==> src/rtl/joy2quad_pkg.sv <==
// Shared types and helpers for the joystick-to-quadrature steering encoder.
package joy2quad_pkg;

  // Per-channel stepping state.
  typedef enum logic [1:0] {
    ST_IDLE = 2'd0,
    ST_RAMP = 2'd1,
    ST_FAST = 2'd2
  } state_e;

  // Signed step direction: +1, -1 or 0.
  typedef logic signed [1:0] dir_t;

  localparam dir_t DIR_NONE = 2'sb00;
  localparam dir_t DIR_POS  = 2'sb01;
  localparam dir_t DIR_NEG  = 2'sb11;

  // Gray-code the 2-bit phase into the quadrature pair {A,B}.
  function automatic logic [1:0] quad_out(input logic [1:0] phase);
    return {phase[1], phase[1] ^ phase[0]};
  endfunction

endpackage

==> src/rtl/joy2quad_multi_channel.sv <==
// One steering channel: direction decode, FSM, step divider, step counter, phase.
module quad_step_channel
  import joy2quad_pkg::*;
#(
  parameter int unsigned DIV_W       = 17,
  parameter int unsigned ACCEL_STEPS = 16,
  parameter int unsigned STEP_W      = 8
) (
  input  logic             clk_sys,
  input  logic             reset,
  input  logic [DIV_W-1:0] clkdiv_slow_i,
  input  logic [DIV_W-1:0] clkdiv_fast_i,
  input  logic             accel_en_i,
  input  logic             left_i,
  input  logic             right_i,
  input  logic             invert_i,
  output logic             steer_a_o,
  output logic             steer_b_o,
  output logic             moving_o
);

  localparam logic [STEP_W-1:0] STEPS_MAX = STEP_W'(ACCEL_STEPS);

  state_e              state_q, state_d;
  logic [DIV_W-1:0]    cnt_q, cnt_d;
  logic [STEP_W-1:0]   steps_q, steps_d;
  logic [1:0]          phase_q, phase_d;
  dir_t                cur_dir_q, cur_dir_d;
  logic                a_q, b_q, moving_q;

  logic                req_pos_c, req_neg_c;
  dir_t                dir_c;
  logic [DIV_W-1:0]    div_raw_c, div_last_c;
  logic                step_c;
  logic                hold_c;
  logic [STEP_W-1:0]   steps_inc_c;

  // Invert simply swaps which button means positive.
  assign req_pos_c = invert_i ? left_i  : right_i;
  assign req_neg_c = invert_i ? right_i : left_i;

  // Requested direction; both or neither pressed means stop.
  always_comb begin
    dir_c = DIR_NONE;
    if (req_pos_c && !req_neg_c) begin
      dir_c = DIR_POS;
    end else if (req_neg_c && !req_pos_c) begin
      dir_c = DIR_NEG;
    end
  end

  // Divider terminal count; a zero period behaves as one, and >= tolerates live shrinking.
  assign div_raw_c   = (state_q == ST_FAST) ? clkdiv_fast_i : clkdiv_slow_i;
  assign div_last_c  = (div_raw_c == '0) ? '0 : div_raw_c - DIV_W'(1);
  assign step_c      = (cnt_q >= div_last_c);
  assign steps_inc_c = (steps_q >= STEPS_MAX) ? STEPS_MAX : steps_q + STEP_W'(1);
  // Dropping out of FAST spends one edge holding the counter.
  assign hold_c      = (state_q == ST_FAST) && !accel_en_i;

  // State register.
  always_ff @(posedge clk_sys or posedge reset) begin
    if (reset) begin
      state_q <= ST_IDLE;
    end else begin
      state_q <= state_d;
    end
  end

  // Next-state logic.
  always_comb begin
    state_d = state_q;
    case (state_q)
      ST_IDLE: begin
        if (dir_c != DIR_NONE) state_d = ST_RAMP;
      end
      ST_RAMP: begin
        if (dir_c == DIR_NONE) begin
          state_d = ST_IDLE;
        end else if (dir_c != cur_dir_q) begin
          state_d = ST_RAMP;
        end else if (step_c && accel_en_i && (steps_inc_c == STEPS_MAX)) begin
          state_d = ST_FAST;
        end
      end
      ST_FAST: begin
        if (dir_c == DIR_NONE) begin
          state_d = ST_IDLE;
        end else if ((dir_c != cur_dir_q) || !accel_en_i) begin
          state_d = ST_RAMP;
        end
      end
      default: state_d = ST_IDLE;
    endcase
  end

  // Datapath next values: divider count, step count, phase and latched direction.
  always_comb begin
    cnt_d     = cnt_q;
    steps_d   = steps_q;
    phase_d   = phase_q;
    cur_dir_d = cur_dir_q;
    case (state_q)
      ST_IDLE: begin
        if (dir_c != DIR_NONE) begin
          cnt_d     = '0;
          steps_d   = '0;
          cur_dir_d = dir_c;
        end
      end
      default: begin
        if (dir_c == DIR_NONE) begin
          cnt_d = '0;
        end else if (dir_c != cur_dir_q) begin
          cnt_d     = '0;
          steps_d   = '0;
          cur_dir_d = dir_c;
        end else if (!hold_c) begin
          if (step_c) begin
            cnt_d   = '0;
            phase_d = phase_q + $unsigned(cur_dir_q);
            steps_d = steps_inc_c;
          end else begin
            cnt_d = cnt_q + DIV_W'(1);
          end
        end
      end
    endcase
  end

  // Datapath registers.
  always_ff @(posedge clk_sys or posedge reset) begin
    if (reset) begin
      cnt_q     <= '0;
      steps_q   <= '0;
      phase_q   <= '0;
      cur_dir_q <= DIR_NONE;
    end else begin
      cnt_q     <= cnt_d;
      steps_q   <= steps_d;
      phase_q   <= phase_d;
      cur_dir_q <= cur_dir_d;
    end
  end

  // Registered outputs, aligned with the phase and state registers.
  always_ff @(posedge clk_sys or posedge reset) begin
    if (reset) begin
      a_q      <= 1'b0;
      b_q      <= 1'b0;
      moving_q <= 1'b0;
    end else begin
      {a_q, b_q} <= quad_out(phase_d);
      moving_q   <= (state_d != ST_IDLE);
    end
  end

  assign steer_a_o = a_q;
  assign steer_b_o = b_q;
  assign moving_o  = moving_q;

endmodule

==> src/rtl/joy2quad_multi.sv <==
// N-channel joystick-to-quadrature steering encoder; channels share divider and accel controls.
module joy2quad_multi
  import joy2quad_pkg::*;
#(
  parameter int unsigned CHANNELS    = 2,
  parameter int unsigned DIV_W       = 17,
  parameter int unsigned ACCEL_STEPS = 16,
  parameter int unsigned STEP_W      = 8
) (
  input  logic                clk_sys,
  input  logic                reset,
  input  logic [DIV_W-1:0]    clkdiv_slow,
  input  logic [DIV_W-1:0]    clkdiv_fast,
  input  logic                accel_en,
  input  logic [CHANNELS-1:0] left,
  input  logic [CHANNELS-1:0] right,
  input  logic [CHANNELS-1:0] invert,
  output logic [CHANNELS-1:0] steerA,
  output logic [CHANNELS-1:0] steerB,
  output logic [CHANNELS-1:0] moving
);

  // One independent stepper per channel.
  for (genvar g = 0; g < CHANNELS; g++) begin : g_ch
    quad_step_channel #(
      .DIV_W       (DIV_W),
      .ACCEL_STEPS (ACCEL_STEPS),
      .STEP_W      (STEP_W)
    ) u_ch (
      .clk_sys       (clk_sys),
      .reset         (reset),
      .clkdiv_slow_i (clkdiv_slow),
      .clkdiv_fast_i (clkdiv_fast),
      .accel_en_i    (accel_en),
      .left_i        (left[g]),
      .right_i       (right[g]),
      .invert_i      (invert[g]),
      .steer_a_o     (steerA[g]),
      .steer_b_o     (steerB[g]),
      .moving_o      (moving[g])
    );
  end

endmodule

==> config.mk <==
export PLATFORM = sky130hd
export DESIGN_NAME = joy2quad_multi
export DESIGN_NICKNAME = d
export VERILOG_FILES = /design/src/rtl/joy2quad_pkg.sv /design/src/rtl/joy2quad_multi_channel.sv /design/src/rtl/joy2quad_multi.sv
export SDC_FILE = /design/constraint.sdc
export NUM_CORES = 1
export LEC_CHECK = 0
export ABC_AREA = 1
export ABC_CLOCK_PERIOD_IN_PS = 3220
export CELL_PAD_IN_SITES_DETAIL_PLACEMENT = 0
export CELL_PAD_IN_SITES_GLOBAL_PLACEMENT = 2
export CORE_UTILIZATION = 30
export CTS_CLUSTER_DIAMETER = 100
export DETAILED_ROUTE_END_ITERATION = 10
export PLACE_DENSITY = 0.8
export SLEW_MARGIN = 20
export SYNTH_ARGS = -nofsm -noshare
export SYNTH_HDL_FRONTEND = slang
export SYNTH_SLANG_ARGS = --single-unit
==> constraint.sdc <==
create_clock -name clk_sys -period 3.22 [get_ports clk_sys]
set_clock_uncertainty 0.1 [all_clocks]
set_input_delay 0.644 -clock clk_sys [delete_from_list [all_inputs] [get_ports clk_sys]]
set_output_delay 0.644 -clock clk_sys [all_outputs]
set_load 0.05 [all_outputs]
; Yosys cells after proc, flatten, opt, wreduce, memory -nomap -nowiden
; Index checks and enable logic that the tools add are counted.
[totals]
register_bits = 68
latchBits = 0
ram_bits = 0
rom_bits = 0
in_bits = 43
out_inout_bits = 6
wordCells = 153
n_memories = 0
[classes]
add_sub_neg = 8
multipliers = 0
div = 0
n_lt_le_gt_ge = 4
n_eq_ne = 16
shifts = 0
mux = 70
n_bitwise = 2
n_reduce_logical = 37
[ops]
columns = op, count
row1 = two-way mux 17 bit, 16
row2 = two-way mux 8 bit, 14
row3 = two-way mux 2 bit, 34
row4 = adder 17 x 1 -> 17 bit (second input constant), 2
row5 = greater-or-equal comparator 17 bit, 2
row6 = logical NOT 17 bit, 2
row7 = subtractor 17 x 1 -> 17 bit (second input constant), 2
row8 = adder 8 x 1 -> 8 bit (second input constant), 2
row9 = equality test 8 x 5 -> 1 bit (second input constant), 2
row10 = greater-or-equal comparator 8 x 5 -> 1 bit (second input constant), 2
row11 = one-hot mux 2 bit (3 select lines), 2
row12 = nonzero test 2 bit, 6
row13 = logical AND 1 bit, 10
row14 = logical NOT 2 bit, 4
row15 = inequality test 4 bit (second input constant), 2
row16 = AND reduction 4 bit, 2
row17 = inequality test 3 bit (second input constant), 2
row18 = AND reduction 3 bit, 2
row19 = nonzero test 3 bit, 2
row20 = logical NOT 1 bit, 5
row21 = adder 2 bit, 2
row22 = equality test 2 x 1 -> 1 bit (second input constant), 2
row23 = equality test 2 bit (second input constant), 2
row24 = two-way mux 1 bit, 4
row25 = other kinds (6), 12

; Depth between registers and ports, before layout
[logic_depth]
depth_word = 12
depth_mapped = 28
mapped_depth_nobuf = 27

; By module
; A second synthesis with hierarchy kept.
[unflattened]
hier_cells = 919
area_unflattened_um2 = 6149.6
[by_module_without_submodules]
columns = mod, n_inst, cells_per_inst, area_per_inst_um2, seq_area_each_um2
row1 = quad_step_channel at g_ch[1].u_ch, 1, 451, 3106.7, 825.8
row2 = quad_step_channel at g_ch[0].u_ch, 1, 468, 3042.9, 825.8

; Least setup slack after synthesis
; Ideal clock, no wire load.
[synth_path]
path_kind = register to register
startpoint = register g_ch[1].u_ch.state_q[0]
endpoint = register g_ch[1].u_ch.steps_q[0]
setup_time_ns = 0.128
t_arrival_ns = 3.078
required_ns = 2.992
slack_ns = -0.086
stages_incl_launch_ff = 23
n_path_buf = 1
synth_period_minus_slack_ns = 3.306
cell_sequence = dfrtp_1 inv_1 nand2_4 buf_6 o21ai_1 ha_1 inv_1 nor2_1 nand3_1 inv_1 nand3_1 o21ai_1 nand3_1 ha_1 nand2_1 nor2_1 nand2_1 nor2_1 nor2_1 a21oi_1 nand2_1 nand2_1 o22ai_1
[synth_via]
elab_chain_len = 7
elab_cells_between_ends = 14
cone_classes = add/sub (1) / order compare (1) / eq/ne (4) / mux (3) / reduce/logical (5)
[synth_rtl]
columns = item, line
row1 = from (decl), joy2quad_multi_channel.sv:24  ; state_e state_q, state_d;
row2 = from (signal assigned), joy2quad_multi_channel.sv:65  ; state_q <= state_d;
row3 = equality test 2 bit, "joy2quad_multi_channel.sv:53, joy2quad_multi_channel.sv:58"
row4 = two-way mux 17 bit, joy2quad_multi_channel.sv:53  ; assign div_raw_c = (state_q == ST_FAST) ? clkdiv_fast_i : clkdiv_slow_i;
row5 = subtractor 17 x 1 -> 17 bit / logical NOT 17 bit (equally long branches), joy2quad_multi_channel.sv:54  ; assign div_last_c = (div_raw_c == '0) ? '0 : div_raw_c - DIV_W'(1);
row6 = two-way mux 17 bit, joy2quad_multi_channel.sv:54
row7 = greater-or-equal comparator 17 bit, joy2quad_multi_channel.sv:55  ; assign step_c = (cnt_q >= div_last_c);
row8 = nonzero test 3 bit (no source line), -
row9 = AND reduction 4 bit (no source line), -
row10 = to (signal assigned), joy2quad_multi_channel.sv:139  ; steps_q <= steps_d;
row11 = to (decl), joy2quad_multi_channel.sv:26  ; logic [STEP_W-1:0] steps_q, steps_d;
; Parallel ways exist; a longest one is shown, timed or not.
; A chain may end at the register's enable or synchronous reset.

; Worst setup path in the final report
[layout_path]
startpoint = input clkdiv_slow[7]
endpoint = register g_ch[1].u_ch.b_q
[layout_via]
elab_chain_len = 10
elab_cells_between_ends = 11
cone_classes = add/sub (1) / order compare (1) / mux (7) / bitwise (1) / reduce/logical (1)
[layout_rtl]
columns = item, line
row1 = from (decl), joy2quad_multi.sv:12  ; input logic [DIV_W-1:0] clkdiv_slow,
row2 = two-way mux 17 bit *, joy2quad_multi_channel.sv:53
row3 = subtractor 17 x 1 -> 17 bit / logical NOT 17 bit (equally long branches), joy2quad_multi_channel.sv:54
row4 = two-way mux 17 bit *, joy2quad_multi_channel.sv:54
row5 = greater-or-equal comparator 17 bit *, joy2quad_multi_channel.sv:55
row6 = two-way mux 2 bit *, joy2quad_multi_channel.sv:118  ; if (step_c) begin
row7 = two-way mux 2 bit *, joy2quad_multi_channel.sv:117  ; end else if (!hold_c) begin
row8 = two-way mux 2 bit *, joy2quad_multi_channel.sv:113  ; end else if (dir_c != cur_dir_q) begin
row9 = two-way mux 2 bit *, joy2quad_multi_channel.sv:111  ; if (dir_c == DIR_NONE) begin
row10 = two-way mux 2 bit *, joy2quad_multi_channel.sv:102  ; case (state_q)
row11 = via g_ch[1].u_ch.phase_d[0], joy2quad_multi_channel.sv:27  ; logic [1:0] phase_q, phase_d;
row12 = XOR 1 bit *, joy2quad_pkg.sv:20  ; return {phase[1], phase[1] ^ phase[0]};
row13 = to (signal assigned), joy2quad_multi_channel.sv:152  ; {a_q, b_q} <= quad_out(phase_d);
row14 = to (decl), joy2quad_multi_channel.sv:29  ; logic a_q, b_q, moving_q;
; The timed path passes the listed nets; every way through them passes the cells marked *.

==> flow_summary.ini <==
[yosys]
yosysWarnings = 0
syn_area_per_cell_um2 = 6.74
synth_ff_type = dfrtp_1
ys_seq_area_frac = 0.272
yosys_register_bits = 66
synth_edf_count = 0
synth_nets = 988
synth_cells = 901
async_flop_share = 1.00
ys_types = 41
netlist_area_mm2 = 0.00608

[clock_network]
clk_pin_slew_worst_paths_ns = 0.06
clockBufferDepth = 2
cts-buffers-inserted = 9
clock-sinks = 66
cts_tree = done
cts-root-buf = clkbuf_16
htreeDepth = 3
clk_latency_ns = 0.35
hold_buffers = 0

[timing]
tightest_slew_ns = 0.856
rsz0062_at_grt = true
setup_ws_ns = -0.167
post-route-period-util = 1.05
setup_viol = 54
fin_crit_ns = 3.39
max_freq_mhz = 295
slew_headroom = 0.424
final_max_slew_viol_count = 0
hold_viol = 0
hold_slack_ns = 0.394

[outcome]
status = finished with violations
violations = negative setup slack

[global_route]
grtUsageTotal = 0.173
antenna_found_initial = 0
grt_first_pass_wirelength_mm = 28.2
grt_max_degree = 67
grt-ovfl-total = 0
grt_pass1_vias = 5946

[floorplanning]
core.rowCount = 51
dieArea_mm2 = 0.0208
die_h_um = 144
coreArea_mm2 = 0.0197
start_util = 0.309
ios = 49
die_w_um = 144

[critical_path]
reg2reg_slack_ns = -0.16
crit_start = clkdiv_slow[7]
regToRegStartpoint = g_ch[0].u_ch.state_q[0]
arrival_ns = 3.52
cp-start-kind = input port
rr_worst_depth = 25
cp-end-kind = flop
r2r_end = g_ch[0].u_ch.cnt_q[13]
crit_required_ns = 3.36
critPathKind = input port to flop
worstPathMaxFanout = 4

[worst_hold_path]
min_path_cells = 2
whs_endpoint = g_ch[1].u_ch.steps_q[6]
hp-class = flop to flop
hp-start = g_ch[1].u_ch.steps_q[6]

[detailed_routing]
wl_per_cell_um = 12.9
vias_per_cell = 4.54
first_pass_iters = 4
dr_total_vias = 6124
drc = 0
wirelength_mm = 17.3
antenna_left = 0
drt_iter0_markers = 207

[finish]
final_util = 0.462
fill_cells = 2056
final_nets = 1167
drive_gt1_frac = 0.316
area_delta_synth_final_pct = 49.4
antennaDiodeCount = 0
fin_area_mm2 = 0.00908
stdcell_count = 1349

[placement]
gp_congestion = 0.753
place_inst = 1297
dp_hpwl_mm = 12.7
placed_area_mm2 = 0.00756
place.port_buffers = 48

[power_and_ir_drop]
p_per_area_mw_per_mm2 = 283
vdd_drop_max_uv = 211
p_total_mw = 2.57
p_leak_nw = 4.43

[job]
maxCapViolations = 0
-- area by class of cell --
| type | instances | area, um2 | share of cell area |
|---|---|---|---|
| multi-input combinational | 681 | 4580 | 0.504 |
| timing repair buffer | 184 | 1680 | 0.186 |
| sequential | 66 | 1650 | 0.182 |
| inverter | 138 | 527 | 0.0580 |
| tap | 265 | 332 | 0.0365 |
| clock buffer | 11 | 253 | 0.0278 |
| clock inverter | 4 | 51.3 | 0.00565 |
-- state kept, by name, summed over array words and instances (netlist names) --
name / cells
g_ch.u_ch.steer_a_o: 2
g_ch.u_ch.state_q: 4
g_ch.u_ch.cur_dir_q: 4
g_ch.u_ch.cnt_q: 34
g_ch.u_ch.steps_q: 16
g_ch.u_ch.moving_o: 2
g_ch.u_ch.phase_q: 2
g_ch.u_ch.steer_b_o: 2
-- Yosys cell counts (all sizes together) (4+ instances only) --
cell type / n / area (um2)
a21o: 5 / 37.5
a21oi: 22 / 121
buf: 18 / 160
dfrtp: 66 / 1650
ha: 44 / 551
inv: 137 / 514
nand2: 266 / 1030
nand3: 66 / 380
nand3b: 4 / 30.0
nand4: 30 / 194
nor2: 105 / 452
nor3: 19 / 133
o21ai: 55 / 302
o22ai: 13 / 81.3
xnor2: 12 / 113
xor2: 24 / 210
-- power breakdown --
part	switching (mW)	internal, mW	total [mW]	leakage [nW]
clock network	0.386	0.637	1.02	0.148
logic	0.394	0.292	0.686	3.40
registers	0.0152	0.848	0.863	0.877
total	0.795	1.78	2.57	4.43
-- routing by layer --
layer  track usage  share of wire  vias up
li1              -              -     3256
met1         0.200           0.44     2806
met2         0.329           0.53       48
met3        0.0295          0.020       14
met4        0.0393          0.010        0
met5             0              0        -
-- critical path: stages --
cell and delay [ns]:
clkdlybuf4s50_1 0.48, nand2_1 0.12, o21ai_2 0.09, or2_4 0.28, nor3_4 0.16, nand3_2 0.12
o21ai_2 0.12, nand3_1 0.08, ha_1 0.30, nand2_1 0.07, nor2_2 0.12, nand2_1 0.09
nor2_2 0.15, nor2_4 0.08, buf_6 0.12, a21oi_4 0.17, nand3_1 0.09, nand2_1 0.09
inv_1 0.05, nand2_1 0.06, nand2_1 0.04
-- through the flow --
stage	TNS [ns]	setup WS [ns]
after floorplan	0	0.0369
after global placement	-36.49	-0.710
after detailed placement	-37.58	-0.745
after CTS	-6.68	-0.230
after global routing	-16.58	-0.407
final	-4.37	-0.167
-- placed cells by master (no fill, tap or decap), drive strengths merged --
master         Yosys  routed
nand2            266     267
inv              137     137
buf               18     135
nor2             105     105
nand3             66      67
dfrtp             66      66
o21ai             55      55
ha                44      44
clkdlybuf4s50      0      34
nand4             30      30
xor2              24      24
a21oi             22      22
nor3              19      19
o22ai             13      13
xnor2             12      12
clkbuf             0      11
dlygate4sd2        0      10
a21o               5       5
nand3b             4       4
dlymetal6s2s       0       4
nor4               3       3
or2                3       3
o21bai             3       3
o21a               3       3
clkinv             1       3
a21boi             1       1
a31o               1       1
clkinvlp           0       1
bufinv             0       1
bufbuf             0       1
-- cells by family after synthesis --
logic type	after synthesis	synth area share
buffers and inverters	156	0.112
xor gates and xnor gates	36	0.0531
AOI/OAI and AO/OA	103	0.101
DFF	66	0.272
adders and majority gates	44	0.0906
and+or+nand+nor	496	0.372
-- worst max path at each step --
stage,endpoint,slack (ns)
after floorplan,g_ch[1].u_ch.steer_b_o,0.04
after global placement,g_ch[0].u_ch.steps_q[1],-0.71
after detailed placement,g_ch[0].u_ch.steps_q[3],-0.75
after CTS,g_ch[0].u_ch.cnt_q[13],-0.23
after global routing,g_ch[0].u_ch.steer_b_o,-0.41
final,g_ch[1].u_ch.steer_b_o,-0.17
-- what timing repair did --
| action | 4_1_cts | 5_1_grt |
|---|---|---|
| setup endpoints to repair | 60 | 60 |
| buffers inserted | 20 | 12 |
| pin swaps | 55 | 74 |
| gates resized for setup | 114 | 132 |
| gates cloned | 5 | 0 |
Note: power is estimated with default switching activity, not from simulation.
